`src/rtl/pe_scheduler.sv`:
```
// pe_scheduler: walks every (input tile, output channel) pair of one layer,
// drives the PE issue strobes and buffer addresses, follows each issue through
// the PE pipeline with a tag, and hands finished output channels downstream.
module pe_scheduler #(
    parameter int unsigned CNT_W    = 10,
    parameter int unsigned PIPE_LAT = 8
) (
    input  logic                 clk,
    input  logic                 rst_n,
    input  logic                 start,
    input  logic [CNT_W-1:0]     cfg_in_tiles,
    input  logic [CNT_W-1:0]     cfg_out_ch,
    output logic                 busy,
    output logic                 done,
    output logic                 pe_ena,
    output logic                 pe_data_valid,
    output logic [CNT_W-1:0]     fbuf_rd_addr,
    output logic [2*CNT_W-1:0]   wbuf_rd_addr,
    output logic [CNT_W-1:0]     psum_rd_addr,
    output logic                 inter_zero,
    output logic                 psum_wr_en,
    output logic [CNT_W-1:0]     psum_wr_addr,
    output logic                 out_valid,
    output logic [CNT_W-1:0]     out_oc,
    input  logic                 out_ready
);

    localparam int unsigned WA_W     = 2 * CNT_W;
    localparam int unsigned TAP_IDX  = PIPE_LAT - 2;
    localparam int unsigned EXIT_IDX = PIPE_LAT - 1;

    typedef enum logic [1:0] {
        S_IDLE  = 2'd0,
        S_RUN   = 2'd1,
        S_DRAIN = 2'd2,
        S_DONE  = 2'd3
    } state_e;

    typedef struct packed {
        logic             valid;
        logic             first;
        logic             last;
        logic [CNT_W-1:0] oc;
    } tag_t;

    state_e            state_q, state_d;
    logic [CNT_W-1:0]  t_q, t_d;
    logic [CNT_W-1:0]  oc_q, oc_d;
    logic [WA_W-1:0]   waddr_q, waddr_d;
    logic [CNT_W-1:0]  bub_q, bub_d;
    logic [CNT_W-1:0]  cfg_t_q, cfg_t_d;
    logic [CNT_W-1:0]  cfg_oc_q, cfg_oc_d;
    logic [CNT_W-1:0]  rd_hold_q;
    tag_t              tag_q [PIPE_LAT];
    tag_t              issue_tag;
    tag_t              tap_tag;
    tag_t              exit_tag;
    logic              pipe_busy;
    logic [CNT_W-1:0]  last_t;
    logic [CNT_W-1:0]  last_oc;

    assign tap_tag  = tag_q[TAP_IDX];
    assign exit_tag = tag_q[EXIT_IDX];
    assign last_t   = cfg_t_q - CNT_W'(1);
    assign last_oc  = cfg_oc_q - CNT_W'(1);

    // Result/handshake side: the exit stage decides between psum write and final output.
    assign out_valid    = exit_tag.valid & exit_tag.last;
    assign out_oc       = exit_tag.oc;
    assign pe_ena       = ~(out_valid & ~out_ready);
    assign psum_wr_en   = exit_tag.valid & ~exit_tag.last & pe_ena;
    assign psum_wr_addr = exit_tag.oc;

    // Partial-sum read tap, one stage ahead of the exit; holds its address when idle.
    assign inter_zero   = tap_tag.valid & tap_tag.first;
    assign psum_rd_addr = tap_tag.valid ? tap_tag.oc : rd_hold_q;

    // Issue side decoded from the walk counters.
    assign busy          = (state_q != S_IDLE);
    assign done          = (state_q == S_DONE);
    assign pe_data_valid = (state_q == S_RUN) && (bub_q == '0);
    assign fbuf_rd_addr  = t_q;
    assign wbuf_rd_addr  = waddr_q;

    // Any tag still in flight ahead of the exit stage.
    always_comb begin
        pipe_busy = 1'b0;
        for (int i = 0; i < int'(EXIT_IDX); i++) begin
            pipe_busy = pipe_busy | tag_q[i].valid;
        end
    end

    // Next-state logic: layer walk, round-end bubbles and drain.
    always_comb begin
        state_d   = state_q;
        t_d       = t_q;
        oc_d      = oc_q;
        waddr_d   = waddr_q;
        bub_d     = bub_q;
        cfg_t_d   = cfg_t_q;
        cfg_oc_d  = cfg_oc_q;
        issue_tag = '0;
        unique case (state_q)
            S_IDLE: begin
                if (start) begin
                    cfg_t_d  = cfg_in_tiles;
                    cfg_oc_d = cfg_out_ch;
                    t_d      = '0;
                    oc_d     = '0;
                    waddr_d  = '0;
                    bub_d    = '0;
                    if ((cfg_in_tiles == '0) || (cfg_out_ch == '0)) begin
                        state_d = S_DONE;
                    end else begin
                        state_d = S_RUN;
                    end
                end
            end
            S_RUN: begin
                if (bub_q != '0) begin
                    bub_d = bub_q - CNT_W'(1);
                end else begin
                    issue_tag.valid = 1'b1;
                    issue_tag.first = (t_q == '0);
                    issue_tag.last  = (t_q == last_t);
                    issue_tag.oc    = oc_q;
                    waddr_d         = waddr_q + WA_W'(1);
                    if (oc_q == last_oc) begin
                        oc_d = '0;
                        if (t_q == last_t) begin
                            state_d = S_DRAIN;
                            t_d     = '0;
                            waddr_d = '0;
                        end else begin
                            // Space rounds so a tile never reads a psum not yet written.
                            t_d   = t_q + CNT_W'(1);
                            bub_d = (cfg_oc_q < CNT_W'(PIPE_LAT)) ?
                                    (CNT_W'(PIPE_LAT) - cfg_oc_q) : '0;
                        end
                    end else begin
                        oc_d = oc_q + CNT_W'(1);
                    end
                end
            end
            S_DRAIN: begin
                if (!pipe_busy) begin
                    state_d = S_DONE;
                end
            end
            S_DONE: begin
                state_d = S_IDLE;
            end
            default: begin
                state_d = S_IDLE;
            end
        endcase
    end

    // Control registers; everything freezes while downstream stalls.
    always_ff @(posedge clk or negedge rst_n) begin
        if (!rst_n) begin
            state_q  <= S_IDLE;
            t_q      <= '0;
            oc_q     <= '0;
            waddr_q  <= '0;
            bub_q    <= '0;
            cfg_t_q  <= '0;
            cfg_oc_q <= '0;
        end else if (pe_ena) begin
            state_q  <= state_d;
            t_q      <= t_d;
            oc_q     <= oc_d;
            waddr_q  <= waddr_d;
            bub_q    <= bub_d;
            cfg_t_q  <= cfg_t_d;
            cfg_oc_q <= cfg_oc_d;
        end
    end

    // Tag pipeline mirroring the PE latency, plus the held read address.
    always_ff @(posedge clk or negedge rst_n) begin
        if (!rst_n) begin
            for (int i = 0; i < int'(PIPE_LAT); i++) begin
                tag_q[i] <= '0;
            end
            rd_hold_q <= '0;
        end else if (pe_ena) begin
            tag_q[0] <= issue_tag;
            for (int i = 1; i < int'(PIPE_LAT); i++) begin
                tag_q[i] <= tag_q[i-1];
            end
            if (tap_tag.valid) begin
                rd_hold_q <= tap_tag.oc;
            end
        end
    end

endmodule

```
`config.mk`:
```
export PLATFORM = sky130hd
export DESIGN_NAME = pe_scheduler
export DESIGN_NICKNAME = d
export VERILOG_FILES = /design/src/rtl/pe_scheduler.sv
export SDC_FILE = /design/constraint.sdc
export NUM_CORES = 1
export LEC_CHECK = 0
export ABC_CLOCK_PERIOD_IN_PS = 8800
export CORE_MARGIN = 10
export CORE_UTILIZATION = 60
export DETAILED_ROUTE_END_ITERATION = 8
export GPL_ROUTABILITY_DRIVEN = 1
export PLACE_DENSITY = 0.91
export SYNTH_ARGS = -nofsm -noshare
export SYNTH_HDL_FRONTEND = slang
export SYNTH_SLANG_ARGS = --single-unit
```
`constraint.sdc`:
```
create_clock -name clk -period 8.8 [get_ports clk]
set_input_delay 1.32 -clock clk [delete_from_list [all_inputs] [get_ports clk]]
set_output_delay 1.32 -clock clk [all_outputs]
set_load 0.02 [all_outputs]
```
==> results.json, run 1 <==
{
  "die_width_um": 142,
  "synth_compound_area_share_pct": 8.73,
  "fmax_mhz": 193,
  "cp.required_ps": 7480,
  "crit_slowest_cell": "clkdlybuf4s50_1",
  "dr.max_layer_used": "met4",
  "reg2reg_from": "exit_tag[12]",
  "syn_to_final_growth_pct": 15.9,
  "finalSetupTns_ps": 0,
  "grt_max_degree": 102,
  "slew_headroom_pct": 30.4,
  "reg2reg_to": "wbuf_rd_addr[8]",
  "ant_nets": 0,
  "dpl.cell_count": 1174,
  "drive_above_1_share_pct": 8.53,
  "cts_tree": "built",
  "synth_xor_area_share_pct": 4.60,
  "yosysSeqAreaShare_pct": 51.8,
  "hpwl_um": 12600,
  "grt_pass1_wl_um": 32700,
  "start_kind": "input port",
  "row_count": 44,
  "htree_levels": 4,
  "clock_path_buffers": 2,
  "wl_met3_um": 1100,
  "clock_latency_ps": 430,
  "p_int_uw": 1720,
  "dieArea_um2": 20200,
  "syn-cell-area_um2": 8940,
  "critPathMaxFanout": 40,
  "gp_congestion": 0.859,
  "numCtsBuffers": 17,
  "fillerInstances": 983,
  "nNetsFinal": 1046,
  "synth_mux_area_share_pct": 5.00,
  "ctsResizeCount": 0,
  "drtPass1Iterations": 6,
  "power_uw": 2670,
  "cap_violations": 0,
  "worst_pin_slew_ps": 1040,
  "cts_num_sinks": 185,
  "final_common_cell": "nand2_1",
  "synth_nets": 999,
  "antenna_found_initial": 0,
  "rsz0062_at_grt": "false",
  "period_needed_ps": 5180,
  "synth-edff-count": 0,
  "dr_wl_met2_um": 9640,
  "grt.total_usage_pct": 19.4,
  "ys_warn_count": 0,
  "power_density_nw_per_um2": 258,
  "leakage_uw": 0.00493,
  "cts.clk_slew.worst_paths_ps": 60,
  "hold_buffers": 0,
  "synthCells": 962,
  "setup_violations": 0,
  "pin_count": 91,
  "slowest_delay_ps": 720,
  "synthAdderAreaFrac_pct": 1.82,
  "layout_common_cells": "321 x nand2_1, 185 x dfrtp_1, 89 x clkdlybuf4s50_1",
  "io_buffer_count": 90,
  "routed_wl_um": 19300,
  "synth_top_family_by_area": "simple AND/OR/NAND/NOR gates",
  "coreArea_um2": 14600,
  "pwr-share-seq_pct": 41.3,
  "setup_ws_ps": 3620,
  "yosysUniqueCellTypes": 65,
  "r2r_setup_slack_ps": 4880,
  "avgRoutedWirePerCell_um": 16.1,
  "crit_path_cell_trace": "clkdlybuf4s50_1 > nor2b_4 > clkinv_2 > clkdlybuf4s50_1",
  "critPathCapture": "pe_ena",
  "synth.avg_cell_area_um2": 9.29,
  "cp-startpoint": "out_ready",
  "p_sw_uw": 948,
  "wl_met1_um": 8190,
  "cts-root-buf": "clkbuf_16",
  "ys.flop_type": "dfrtp_1",
  "skew_ps": 10.2,
  "fin_crit_sh_pct": 58.9,
  "grt_pass1_vias": 6722,
  "synth-simple-area-share_pct": 23.2,
  "r2r_cells": 10,
  "slew_violations": 0,
  "fin_cells": 1204,
  "sw_frac_of_total_pct": 35.5,
  "dr.first_iter.drc_count": 666,
  "overflow": 0,
  "die_height_um": 142,
  "ir_drop_mv": 0.191,
  "vias": 6998,
  "ys_seq_elements": 185,
  "crit_top_cell": "clkdlybuf4s50_1",
  "pwr-share-clk_pct": 28.5,
  "min_path_type": "flop to flop",
  "end_kind": "primary output",
  "post-route-drc-count": 0,
  "floorplan.initialDensity_pct": 61.3,
  "power_frac_comb_pct": 30.2,
  "num_antenna_cells": 0,
  "post_cts.repair.setup_buffers": 0,
  "synth-async-reset-ratio_pct": 100,
  "critPathArrivalTime_ps": 3860,
  "pre_cts_ws_ps": 3610,
  "hold_viol_final": 0,
  "status": "finished, final reports clean",
  "critical_path_class": "input port to primary output",
  "via_per_inst": 5.81
}
-- registers in the layout (all words and copies together), names as in the netlist, 10 cells and up --
| name | cells |
|---|---|
| tag_q | 91 |
| wbuf_rd_addr | 20 |
| bub_q | 10 |
| cfg_oc_q | 10 |
| cfg_t_q | 10 |
| fbuf_rd_addr | 10 |
| oc_q | 10 |
| out_oc | 10 |
| rd_hold_q | 10 |
-- Yosys cell counts (3+ instances only) --
| cell | number | area (um^2) |
|---|---|---|
| o211ai_1 | 7 | 52.6 |
| o31ai_1 | 6 | 45.0 |
| o21ai_0 | 27 | 135 |
| o41ai_1 | 4 | 35.0 |
| or3_1 | 15 | 93.8 |
| and2_1 | 4 | 25.0 |
| nor2_1 | 28 | 105 |
| or2_2 | 3 | 18.8 |
| nand2b_1 | 5 | 31.3 |
| a31oi_1 | 4 | 25.0 |
| mux2i_1 | 3 | 30.0 |
| nand3_1 | 17 | 85.1 |
| inv_1 | 24 | 90.1 |
| a211oi_1 | 3 | 22.5 |
| o2111ai_1 | 3 | 26.3 |
| buf_4 | 20 | 150 |
| nand4_1 | 12 | 75.1 |
| nor2b_1 | 3 | 18.8 |
| xor2_1 | 28 | 245 |
| buf_1 | 3 | 11.3 |
| and4_1 | 3 | 26.3 |
| xnor2_1 | 19 | 166 |
| nand3b_1 | 4 | 30.0 |
| and3_1 | 9 | 56.3 |
| clkbuf_1 | 40 | 150 |
| nor4_1 | 8 | 50.1 |
| ha_1 | 13 | 163 |
| or4_1 | 6 | 45.0 |
| nand2_1 | 321 | 1200 |
| dfrtp_1 | 185 | 4630 |
| nor3_1 | 12 | 60.1 |
| a21oi_1 | 36 | 180 |
| a22oi_1 | 8 | 60.1 |
| mux2_2 | 37 | 417 |
-- worst max-delay path: cells and delay by family --
kind / cells / cell delay, ps
buf+inv: 3 / 1860
simple gates: 1 / 660
-- power by group through the flow --
stage	registers (uW)	clock network, uW	logic, uW
floorplan	1070	0	602
global placement	1100	0	761
detailed placement	1110	0	788
CTS	1100	774	801
global route	1120	807	890
finish	1100	762	806
-- per-layer routing --
metal | track usage [%] | vias up
met5 | 0 | -
met3 | 4.37 | 42
li1 | - | 3325
met2 | 31.9 | 205
met1 | 24.3 | 3426
met4 | 7.80 | 0
-- layout make-up --
class	instances	area, um^2	area share (%)
flip-flops and latches	185	4630	44.7
clock buffers	21	470	4.54
multi-input cells	686	3890	37.5
repair buffers	95	940	9.07
clock inverters	9	116	1.12
well taps	184	230	2.22
inverters	24	91.3	0.881
-- logic make-up after synthesis --
| kind of cell | Yosys count |
|---|---|
| flip-flops | 185 |
| multiplexers | 40 |
| XOR/XNOR | 47 |
| adder cells (fa/ha/maj) | 13 |
| buffers and inverters | 91 |
| AO/OA/AOI/OAI | 120 |
| AND/OR/NAND/NOR | 466 |
-- how the worst min path moves through the flow --
| stage | start | slack [ps] | depth (start not counted) | end |
|---|---|---|---|---|
| 2_1_floorplan | tag_q[23] | 430 | 2 | tag_q[23] |
| 3_3_place_gp | tag_q[23] | 440 | 2 | tag_q[23] |
| 3_5_place_dp | tag_q[23] | 450 | 2 | tag_q[23] |
| 4_1_cts | tag_q[86] | 470 | 2 | tag_q[73] |
| 5_1_grt | tag_q[63] | 480 | 2 | tag_q[63] |
| 6_report | tag_q[86] | 470 | 2 | tag_q[86] |
-- metrics by stage --
step / util, % / cell area [um^2] / hold slack (ps)
after floorplan: - / 8940 / 430
after global placement: 67.0 / 9780 / 441
after detailed placement: 67.0 / 9780 / 448
after CTS: 71.0 / 10400 / 469
after global routing: 71.0 / 10400 / 482
final: 71.0 / 10400 / 466
Power figures use the tool's default switching activity.
==> run 2, diff against run 1 <==
==> config.mk (replaced) <==
export PLATFORM = sky130hd
export DESIGN_NAME = pe_scheduler
export DESIGN_NICKNAME = d
export VERILOG_FILES = /design/src/rtl/pe_scheduler.sv
export SDC_FILE = /design/constraint.sdc
export NUM_CORES = 1
export LEC_CHECK = 0
export ABC_CLOCK_PERIOD_IN_PS = 4160
export CORE_MARGIN = 10
export CORE_UTILIZATION = 52
export DETAILED_ROUTE_END_ITERATION = 8
export GPL_ROUTABILITY_DRIVEN = 1
export PLACE_DENSITY = 0.84
export SYNTH_ARGS = -nofsm -noshare
export SYNTH_HDL_FRONTEND = slang
export SYNTH_SLANG_ARGS = --single-unit
==> constraint.sdc (replaced) <==
create_clock -name clk -period 4.16 [get_ports clk]
set_input_delay 0.624 -clock clk [delete_from_list [all_inputs] [get_ports clk]]
set_output_delay 0.624 -clock clk [all_outputs]
set_load 0.02 [all_outputs]
==> results.json, run 2 (synthesis gave the netlist of run 1 again) <==
{
  "hold_buffers": 0,
  "finalSetupTns_ps": 0,
  "period_needed_ps": 3460,
  "ir_drop_mv": 0.417,
  "dpl.cell_count": 1217,
  "critPathMaxFanout": 8,
  "die_width_um": 151,
  "num_antenna_cells": 0,
  "grt_pass1_vias": 6656,
  "row_count": 47,
  "floorplan.initialDensity_pct": 53.5,
  "hold_viol_final": 0,
  "power_density_nw_per_um2": 546,
  "gp_congestion": 0.857,
  "critPathArrivalTime_ps": 2830,
  "fmax_mhz": 289,
  "ant_nets": 0,
  "p_sw_uw": 2070,
  "min_path_type": "input port to async pin",
  "r2r_setup_slack_ps": 870,
  "skew_ps": 6.60,
  "end_kind": "primary output",
  "top_register": "tag_q",
  "power_uw": 5730,
  "cts_tree": "built",
  "multi_input_area_um2": 3890,
  "drtPass1Iterations": 5,
  "grt_max_degree": 106,
  "dr.first_iter.drc_count": 546,
  "leakage_uw": 0.00498,
  "p_int_uw": 3660,
  "coreArea_um2": 16700,
  "routed_wl_um": 19500,
  "fin_cells": 1249,
  "fillerInstances": 1356,
  "cts.clk_slew.worst_paths_ps": 70,
  "pwr-share-clk_pct": 28.6,
  "grt_pass1_wl_um": 32400,
  "largest_register_ffs": 91,
  "pwr-share-seq_pct": 40.7,
  "clock_latency_ps": 430,
  "numCtsBuffers": 17,
  "sw_frac_of_total_pct": 36.1,
  "ctsResizeCount": 0,
  "via_per_inst": 5.51,
  "slew_violations": 0,
  "antenna_found_initial": 1,
  "start_kind": "flop",
  "critical_path_class": "flop to primary output",
  "vias": 6884,
  "io_buffer_count": 90,
  "cp.required_ps": 3540,
  "syn_to_final_growth_pct": 17.3,
  "status": "finished, final reports clean",
  "dieArea_um2": 22800,
  "grt.total_usage_pct": 17.4,
  "drive_above_1_share_pct": 9.33,
  "rsz0062_at_grt": "false",
  "slew_headroom_pct": 31.8,
  "die_height_um": 151,
  "overflow": 0,
  "cts_num_sinks": 185,
  "final_common_cell": "nand2_1",
  "r2r_cells": 9,
  "cap_violations": 0,
  "post_cts.repair.setup_buffers": 0,
  "worst_pin_slew_ps": 1020,
  "reg2reg_to": "fbuf_rd_addr[2]",
  "reg2reg_from": "cfg_t_q[0]",
  "fin_crit_sh_pct": 83.1,
  "power_frac_comb_pct": 30.7,
  "avgRoutedWirePerCell_um": 15.6,
  "post-route-drc-count": 0,
  "setup_violations": 0,
  "seqCellArea_um2": 4630,
  "clock_path_buffers": 2,
  "hpwl_um": 13100,
  "pin_count": 91,
  "cts-root-buf": "clkbuf_16",
  "layout_common_cells": "321 x nand2_1, 185 x dfrtp_1, 89 x clkdlybuf4s50_1",
  "nNetsFinal": 1053,
  "htree_levels": 4
}
-- run 2: cell types whose count changed in the layout (fill, tap and decap cells not counted), sizes merged --
cell      delta
clkinvlp     -1
buf          +7
clkbuf       -2
inv          +5
-- run 2: critical path, cell delays in order (launching register included) --
cell and delay [ps]:
dfrtp_1 370, inv_1 90, ha_1 170, or3b_1 460, or4_1 620, inv_1 80
clkdlybuf4s50_1 600
-- run 2: layer usage --
metal	share of wire, %	routed length [um]	GRT usage, %
met1	43	8280	21.7
met2	48	9390	28.6
met3	7.5	1460	4.68
met4	1.6	311	5.87
met5	0.067	13	0
-- run 2: cell type report --
class / count / share of cell area (%)
repair buffers: 102 / 9.58
flip-flops and latches: 185 / 44.1
clock buffers: 19 / 4.22
clock inverters: 13 / 1.49
multi-input cells: 686 / 37.1
inverters: 24 / 0.871
well taps: 220 / 2.62
-- run 2: power groups by stage --
stage	clock (uW)	combinational (uW)	sequential, uW
2_1_floorplan	0	1270	2270
3_3_place_gp	0	1670	2340
3_5_place_dp	0	1730	2360
4_1_cts	1660	1750	2330
5_1_grt	1740	1950	2380
6_report	1640	1760	2330
-- run 2: worst max path at each step --
stage | startpoint | endpoint | slack, ps | cells past startpoint
after floorplan | bub_q[0] | fbuf_rd_addr[5] | 1280 | 9
after global placement | cfg_oc_q[3] | fbuf_rd_addr[6] | 1020 | 7
after detailed placement | cfg_t_q[2] | fbuf_rd_addr[6] | 930 | 7
after CTS | bub_q[0] | pe_data_valid | 670 | 6
after global routing | cfg_t_q[0] | fbuf_rd_addr[6] | 520 | 9
final | bub_q[0] | pe_data_valid | 700 | 6
-- run 2: through the flow --
| stage | setup WS (ps) | hold WS (ps) | utilization, % | area [um^2] |
|---|---|---|---|---|
| 6_report | 704 | 275 | 62.8 | 10500 |
| 2_1_floorplan | 1280 | 328 | - | 8940 |
| 4_1_cts | 667 | 326 | 62.8 | 10500 |
| 3_3_place_gp | 1020 | 444 | 59.2 | 9890 |
| 5_1_grt | 525 | 363 | 62.8 | 10500 |
| 3_5_place_dp | 926 | 453 | 59.2 | 9890 |
